`src/rtl/mux_nx1_rr.sv`:
```
// N-to-1 registered multiplexer with per-channel valid/ready and a one-word output register.
// Optional feature macro MUX_RR_EN: adds a round-robin arbiter selected by mode; without it, sel always applies.
module mux_nx1_rr #(
    parameter int N  = 8,
    parameter int W  = 4,
    parameter int SW = $clog2(N)
) (
    input  logic           clk,
    input  logic           rst,
    input  logic [N*W-1:0] in_data,
    input  logic [N-1:0]   in_valid,
    output logic [N-1:0]   in_ready,
    input  logic [SW-1:0]  sel,
    input  logic           mode,
    output logic [W-1:0]   out_data,
    output logic [SW-1:0]  out_ch,
    output logic           out_valid,
    input  logic           out_ready
);

    logic [W-1:0]  out_data_q, out_data_d;
    logic [SW-1:0] out_ch_q, out_ch_d;
    logic          out_valid_q, out_valid_d;

    logic          load;
    logic          xfer;
    logic          use_rr;
    logic          rr_vld;
    logic [SW-1:0] rr_grant;
    logic          grant_vld;
    logic [SW-1:0] grant;
    logic [W-1:0]  ch_data [N];

    always_comb begin
        for (int i = 0; i < N; i++) begin
            ch_data[i] = in_data[i*W +: W];
        end
    end

    // Reset gates load so no input handshake can complete while rst is high.
    assign load = !rst && (!out_valid_q || out_ready);

`ifdef MUX_RR_EN
    logic [SW-1:0] ptr_q, ptr_d;

    assign use_rr = mode;

    always_comb begin : rr_scan
        int idx;
        rr_vld   = 1'b0;
        rr_grant = '0;
        idx      = 0;
        for (int k = 0; k < N; k++) begin
            idx = int'(ptr_q) + k;
            if (idx >= N) begin
                idx = idx - N;
            end
            if (!rr_vld && in_valid[SW'(idx)]) begin
                rr_vld   = 1'b1;
                rr_grant = SW'(idx);
            end
        end
    end

    always_comb begin
        ptr_d = ptr_q;
        if (xfer && use_rr) begin
            ptr_d = (grant == SW'(N-1)) ? '0 : grant + SW'(1);
        end
    end

    always_ff @(posedge clk) begin
        if (rst) begin
            ptr_q <= '0;
        end else begin
            ptr_q <= ptr_d;
        end
    end
`else
    logic mode_unused;

    assign mode_unused = mode;
    assign use_rr      = 1'b0;
    assign rr_vld      = 1'b0;
    assign rr_grant    = '0;
`endif

    always_comb begin
        if (use_rr) begin
            grant     = rr_grant;
            grant_vld = rr_vld;
        end else begin
            grant     = sel;
            grant_vld = (32'(sel) < N);
        end
    end

    always_comb begin
        in_ready = '0;
        if (load && grant_vld) begin
            in_ready[grant] = 1'b1;
        end
    end

    assign xfer = |(in_valid & in_ready);

    // A drained output register keeps its last word and channel.
    always_comb begin
        out_data_d  = out_data_q;
        out_ch_d    = out_ch_q;
        out_valid_d = out_valid_q;
        if (xfer) begin
            out_data_d  = ch_data[grant];
            out_ch_d    = grant;
            out_valid_d = 1'b1;
        end else if (out_ready) begin
            out_valid_d = 1'b0;
        end
    end

    always_ff @(posedge clk) begin
        if (rst) begin
            out_data_q  <= '0;
            out_ch_q    <= '0;
            out_valid_q <= 1'b0;
        end else begin
            out_data_q  <= out_data_d;
            out_ch_q    <= out_ch_d;
            out_valid_q <= out_valid_d;
        end
    end

    assign out_data  = out_data_q;
    assign out_ch    = out_ch_q;
    assign out_valid = out_valid_q;

endmodule

```
`config.mk`:
```
export PLATFORM = sky130hd
export DESIGN_NAME = mux_nx1_rr
export DESIGN_NICKNAME = d
export VERILOG_FILES = /design/src/rtl/mux_nx1_rr.sv
export SDC_FILE = /design/constraint.sdc
export NUM_CORES = 1
export LEC_CHECK = 0
export ABC_AREA = 1
export BUFFER_PORTS_ARGS = -buffer_cell sky130_fd_sc_hd__buf_2
export CAP_MARGIN = 20
export CORE_UTILIZATION = 45
export DETAILED_ROUTE_END_ITERATION = 10
export PLACE_DENSITY = 0.85
export SLEW_MARGIN = 0
export SYNTH_ARGS = -nofsm -noshare
export SYNTH_HDL_FRONTEND = slang
export SYNTH_SLANG_ARGS = --single-unit
```
`constraint.sdc`:
```
create_clock -name clk -period 2.8 [get_ports clk]
set_input_delay 0.28 -clock clk [delete_from_list [all_inputs] [get_ports clk]]
set_output_delay 0.28 -clock clk [all_outputs]
set_load 0.01 [all_outputs]
```
After elaboration in Yosys (flattened, before gate mapping)
Cells that the tools add are included.

cells by class
  reduce and logical (&&, ||, !) cells = 7
  bitwise gates (word level) = 2
  order comparisons = 3
  muxes and demuxes = 8

operators by type and width
  cell                                                                                 number
  4-bit binary-select mux with 3-bit select                                            1
  8-bit bitwise AND                                                                    1
  4-bit two-way mux                                                                    2
  8-bit two-way mux                                                                    1
  8-bit OR reduction                                                                   1
  4-bit greater-or-equal comparator, second input constant                             1
  3-bit by 4-bit less-than comparator with 1-bit output, second input constant         1
  3-bit inverter with 4-bit output                                                     1
  1-bit demux with 3-bit select                                                        1
  3-bit by 1-bit greater-or-equal comparator with 1-bit output, second input constant  1
  1-bit two-way mux                                                                    3
  1-bit logical AND                                                                    2
  1-bit zero test                                                                      2
  2-bit nonzero test                                                                   1
  1-bit logical OR                                                                     1

word-level totals
  output and inout port bits = 16
  bits in registers = 8
  word-level logic and storage cells = 23

Depth between registers and ports, before layout
  word-level depth = 8
  depth in mapped cells = 11
  depth with buffers taken out = 9

Worst setup path before layout
Ideal clock, no wire load.

  path type = reg-to-output
  from = register out_valid_q (netlist: out_valid)
  to = output port in_ready[0]
  stages on the path, launching flop included = 4
  required time = 2.520 ns
  path slack = 1.425 ns
  buffers on the path = 0
  data arrival time = 1.095 ns
  path through = dfxtp_1 > a21oi_4 > inv_1 > nor4_1

between the ends
  longest elaborated chain between the ends = 4

RTL lines
  what                    line  text
  from (decl)             23    logic out_valid_q, out_valid_d;
  from (signal assigned)  129   out_valid_q <= out_valid_d;
  1-bit zero test         41    assign load = !rst && (!out_valid_q || out_ready);
  1-bit logical OR        41
  1-bit logical AND       41
  8-bit two-way mux       100   if (load && grant_vld) begin
  to (decl)               12    output logic [N-1:0] in_ready,

No other way between the ends.

Worst setup path in the final report
  from = input port sel[0]
  to = output port in_ready[1]

between the ends
  longest elaborated chain between the ends = 5

RTL lines
  what                                                                                                                                                         line  text
  from (decl)                                                                                                                                                  13    input logic [SW-1:0] sel,
  3-bit by 4-bit less-than comparator with 1-bit output (not written as such) or 3-bit by 1-bit greater-or-equal comparator with 1-bit output (tied branches)  101   in_ready[grant] = 1'b1;
  1-bit logical AND (not written as such)                                                                                                                      101
  1-bit two-way mux (not written as such)                                                                                                                      101
  1-bit demux with 3-bit select (*)                                                                                                                            101
  8-bit two-way mux (*)                                                                                                                                        100

Every way passes the cells marked *; elsewhere a longest branch is shown, timed or not.

==> impl_metrics.yaml <==
run_status:
  status: "finished clean"
worst_setup_path:
  cpMostUsedCell: "buf_2"
  reg2reg_slack_ns: 1.32
  crit_path_start_kind: "primary input"
  r2r-start: "out_valid"
  worstPathArrival_ns: 1.42
  worstPathCellList: "buf_2 > inv_2 > nor4_1 > buf_2"
  path_buf_inv: 3
  path_class: "primary input to output pin"
  cpMaxStageDelayCell: "buf_2"
  cpPeakStageDelay_ns: 0.37
  crit-reg2reg-capture: "out_valid"
  crit_required_ns: 2.52
  startpoint: "sel[0]"
  worstPathMaxFanout: 26
  worst-path-stages: 4
  cp-end-kind: "output pin"
  critPathTopFamily: "buffers and inverters"
  r2r_cells: 7
finish:
  area_delta_synth_final_pct: 29.3
  multi_input_area_sq_um: 641
  fin_area_sq_um: 1230
  regArea_sq_um: 160
  fill_cells: 229
  nets: 259
  diodes: 0
  drive_gt1_share_pct: 42.9
sta:
  rsz0062_at_grt: "false"
  hold_viol: 0
  fin_crit_sh_pct: 60.7
  slew_violations: 0
  clock.fmax_mhz: 588
  tightestPinTransition_ns: 0.440
  fin_skew_ns: 0.00185
  setup_violations: 0
  slew-limit-headroom_pct: 70.7
  tns_ns: 0
  finalCriticalPeriod_ns: 1.70
synth:
  synth_warnings: 0
  synth_mux_area_share_pct: 0
  synth_compound_area_share_pct: 21.0
  yosysMostFrequentCell: "nand2_1"
  syn_area_sq_um: 948
  synthFlopType: "dfxtp_1"
  synth_edf_count: 0
  synth_nets: 203
  ys_seq_area_share_pct: 16.9
  avgSynthCellArea_sq_um: 6.08
  synth_common_cells: "nand2_1 (44), a21oi_1 (16), inv_1 (12)"
  async_flop_share_pct: 0
  synth.area.top_cells: "nand2_1 (17%), dfxtp_1 (17%), a21oi_1 (8.4%)"
  synth_top_family_by_area: "simple AND/OR/NAND/NOR gates"
  synth_simple_gate_area_share_pct: 46.6
  ys_seq_elements: 8
  synth_adder_area_share_pct: 0
  syn_inst: 156
  yosys.area.top_type_share_pct: 17.4
  synth-xor-area-share_pct: 0
  ys_types: 23
  synth_top_area_cell: "nand2_1"
floorplan:
  die-height_um: 47.9
  fp-row-count: 16
  fp.coreArea_sq_um: 1960
  ios: 63
  initial_core_util_pct: 48.3
  die_x_um: 47.9
  die_area_sq_um: 2300
clock_tree:
  h-tree-depth: 1
  cts_sinks: 8
  clk_pin_slew_ns: 0.05
  postCtsSetupBuffers: 0
  cts_tree: "yes"
  hold_buffers: 0
  clk_path_buf_depth: 2
  cts-resized-gates: 0
  clock_tree.root_cell: "clkbuf_4"
  clk_latency_ns: 0.26
  cts_inserted_buffers: 3
global_routing:
  grtUsageTotal_pct: 24.5
  grt_max_degree: 27
  antenna_found_initial: 0
  gr-total-overflow: 0
  grt_pass1_wl_mm: 4.10
  grt_pass1_vias: 1030
routing:
  vias: 1159
  drt_iter0_markers: 18
  wl_mm: 2.36
  vias_per_cell: 4.89
  drtAntennaViolNets: 0
  first_pass_iters: 4
  wire_per_inst_um: 9.94
  remaining_drc_errors: 0
place:
  gp_congestion: 0.772
  io_buffers: 61
  place_hpwl_mm: 1.83
  place_area_sq_um: 1200
worst_hold_path:
  hold_start: "rst"
  holdPathEnd: "out_ch[2]"
  min-delay-path-class: "primary input to flip-flop"
  min_path_cells: 4
power:
  leakagePower_nw: 0.697
  peakVddDrop_v: 0.000212
  p_per_area_nw_per_um2: 316
flow_run:
  maxCapViolations: 0
-- state kept, by name (all words and copies together), names as in the netlist --
register,count
out_data,4
out_ch,3
out_valid,1
-- power breakdown --
group | internal (mW) | total (mW) | leakage [nW] | switching, mW
Clock | 0.0492 | 0.0912 | 0.0138 | 0.0419
Combinational | 0.0702 | 0.164 | 0.617 | 0.0938
Sequential | 0.126 | 0.133 | 0.0659 | 0.00678
-- worst max path at each step --
stage                        endpoint  slack [ns]
after floorplan           in_ready[0]        1.42
after global placement      out_ch[2]        0.86
after detailed placement    out_valid        0.83
after CTS                 in_ready[0]        1.08
after global routing        out_ch[2]        0.93
final                     in_ready[1]        1.10
-- worst reg2reg max path: stages (launching register included) --
cell and delay (ns):
dfxtp_1 0.41, a21oi_4 0.12, nand3_1 0.09, nand2_2 0.07, nor2_4 0.36, nand2_1 0.14
o21ai_1 0.13, inv_1 0.05
-- metal layers --
metal / wire (um) / up-vias / track usage (%)
met1: 1070 / 510 / 29.8
met5: 0 / - / 0
met2: 1170 / 37 / 44.1
met4: 0 / 0 / 3.33
li1: - / 612 / -
met3: 123 / 0 / 6.42
-- placed cells by master, fill, tap and decap left out --
cell	n
buf_2	61
nand2_1	44
a21oi_1	16
inv_1	12
nand3_1	10
nor3_1	9
nor2_1	9
o21ai_0	8
dfxtp_1	8
a21oi_2	6
nand2_2	4
nand3_2	4
nor2_2	4
clkbuf_4	3
nand2_4	2
inv_2	2
nor4_1	2
nor2_4	2
o21ai_1	2
a21oi_4	1
inv_8	1
-- cells by family (layout without fill, tap and decap cells) --
family | count (synthesis) | count (layout)
buf+inv | 25 | 79
simple gates | 90 | 90
compound gates | 33 | 33
flops | 8 | 8
-- through the flow --
step | hold slack, ns | utilization, % | std cells | power, mW | worst slack, ns
CTS | 0.354 | 62.5 | 237 | 0.395 | 1.08
floorplan | 0.451 | - | 156 | 0.251 | 1.42
detailed placement | 0.454 | 61.4 | 234 | 0.301 | 0.828
global placement | 0.444 | 61.4 | 234 | 0.298 | 0.861
global route | 0.375 | 62.5 | 237 | 0.423 | 0.926
finish | 0.356 | 62.5 | 237 | 0.388 | 1.10
-- final cells by class --
| cell class | count | area share, % |
|---|---|---|
| repair buffers | 61 | 24.9 |
| well taps | 27 | 2.76 |
| clock buffers | 3 | 1.84 |
| inverters | 15 | 5.20 |
| multi-input cells | 123 | 52.2 |
| flip-flops and latches | 8 | 13.1 |
No activity file was read; power rests on OpenSTA's default activity.
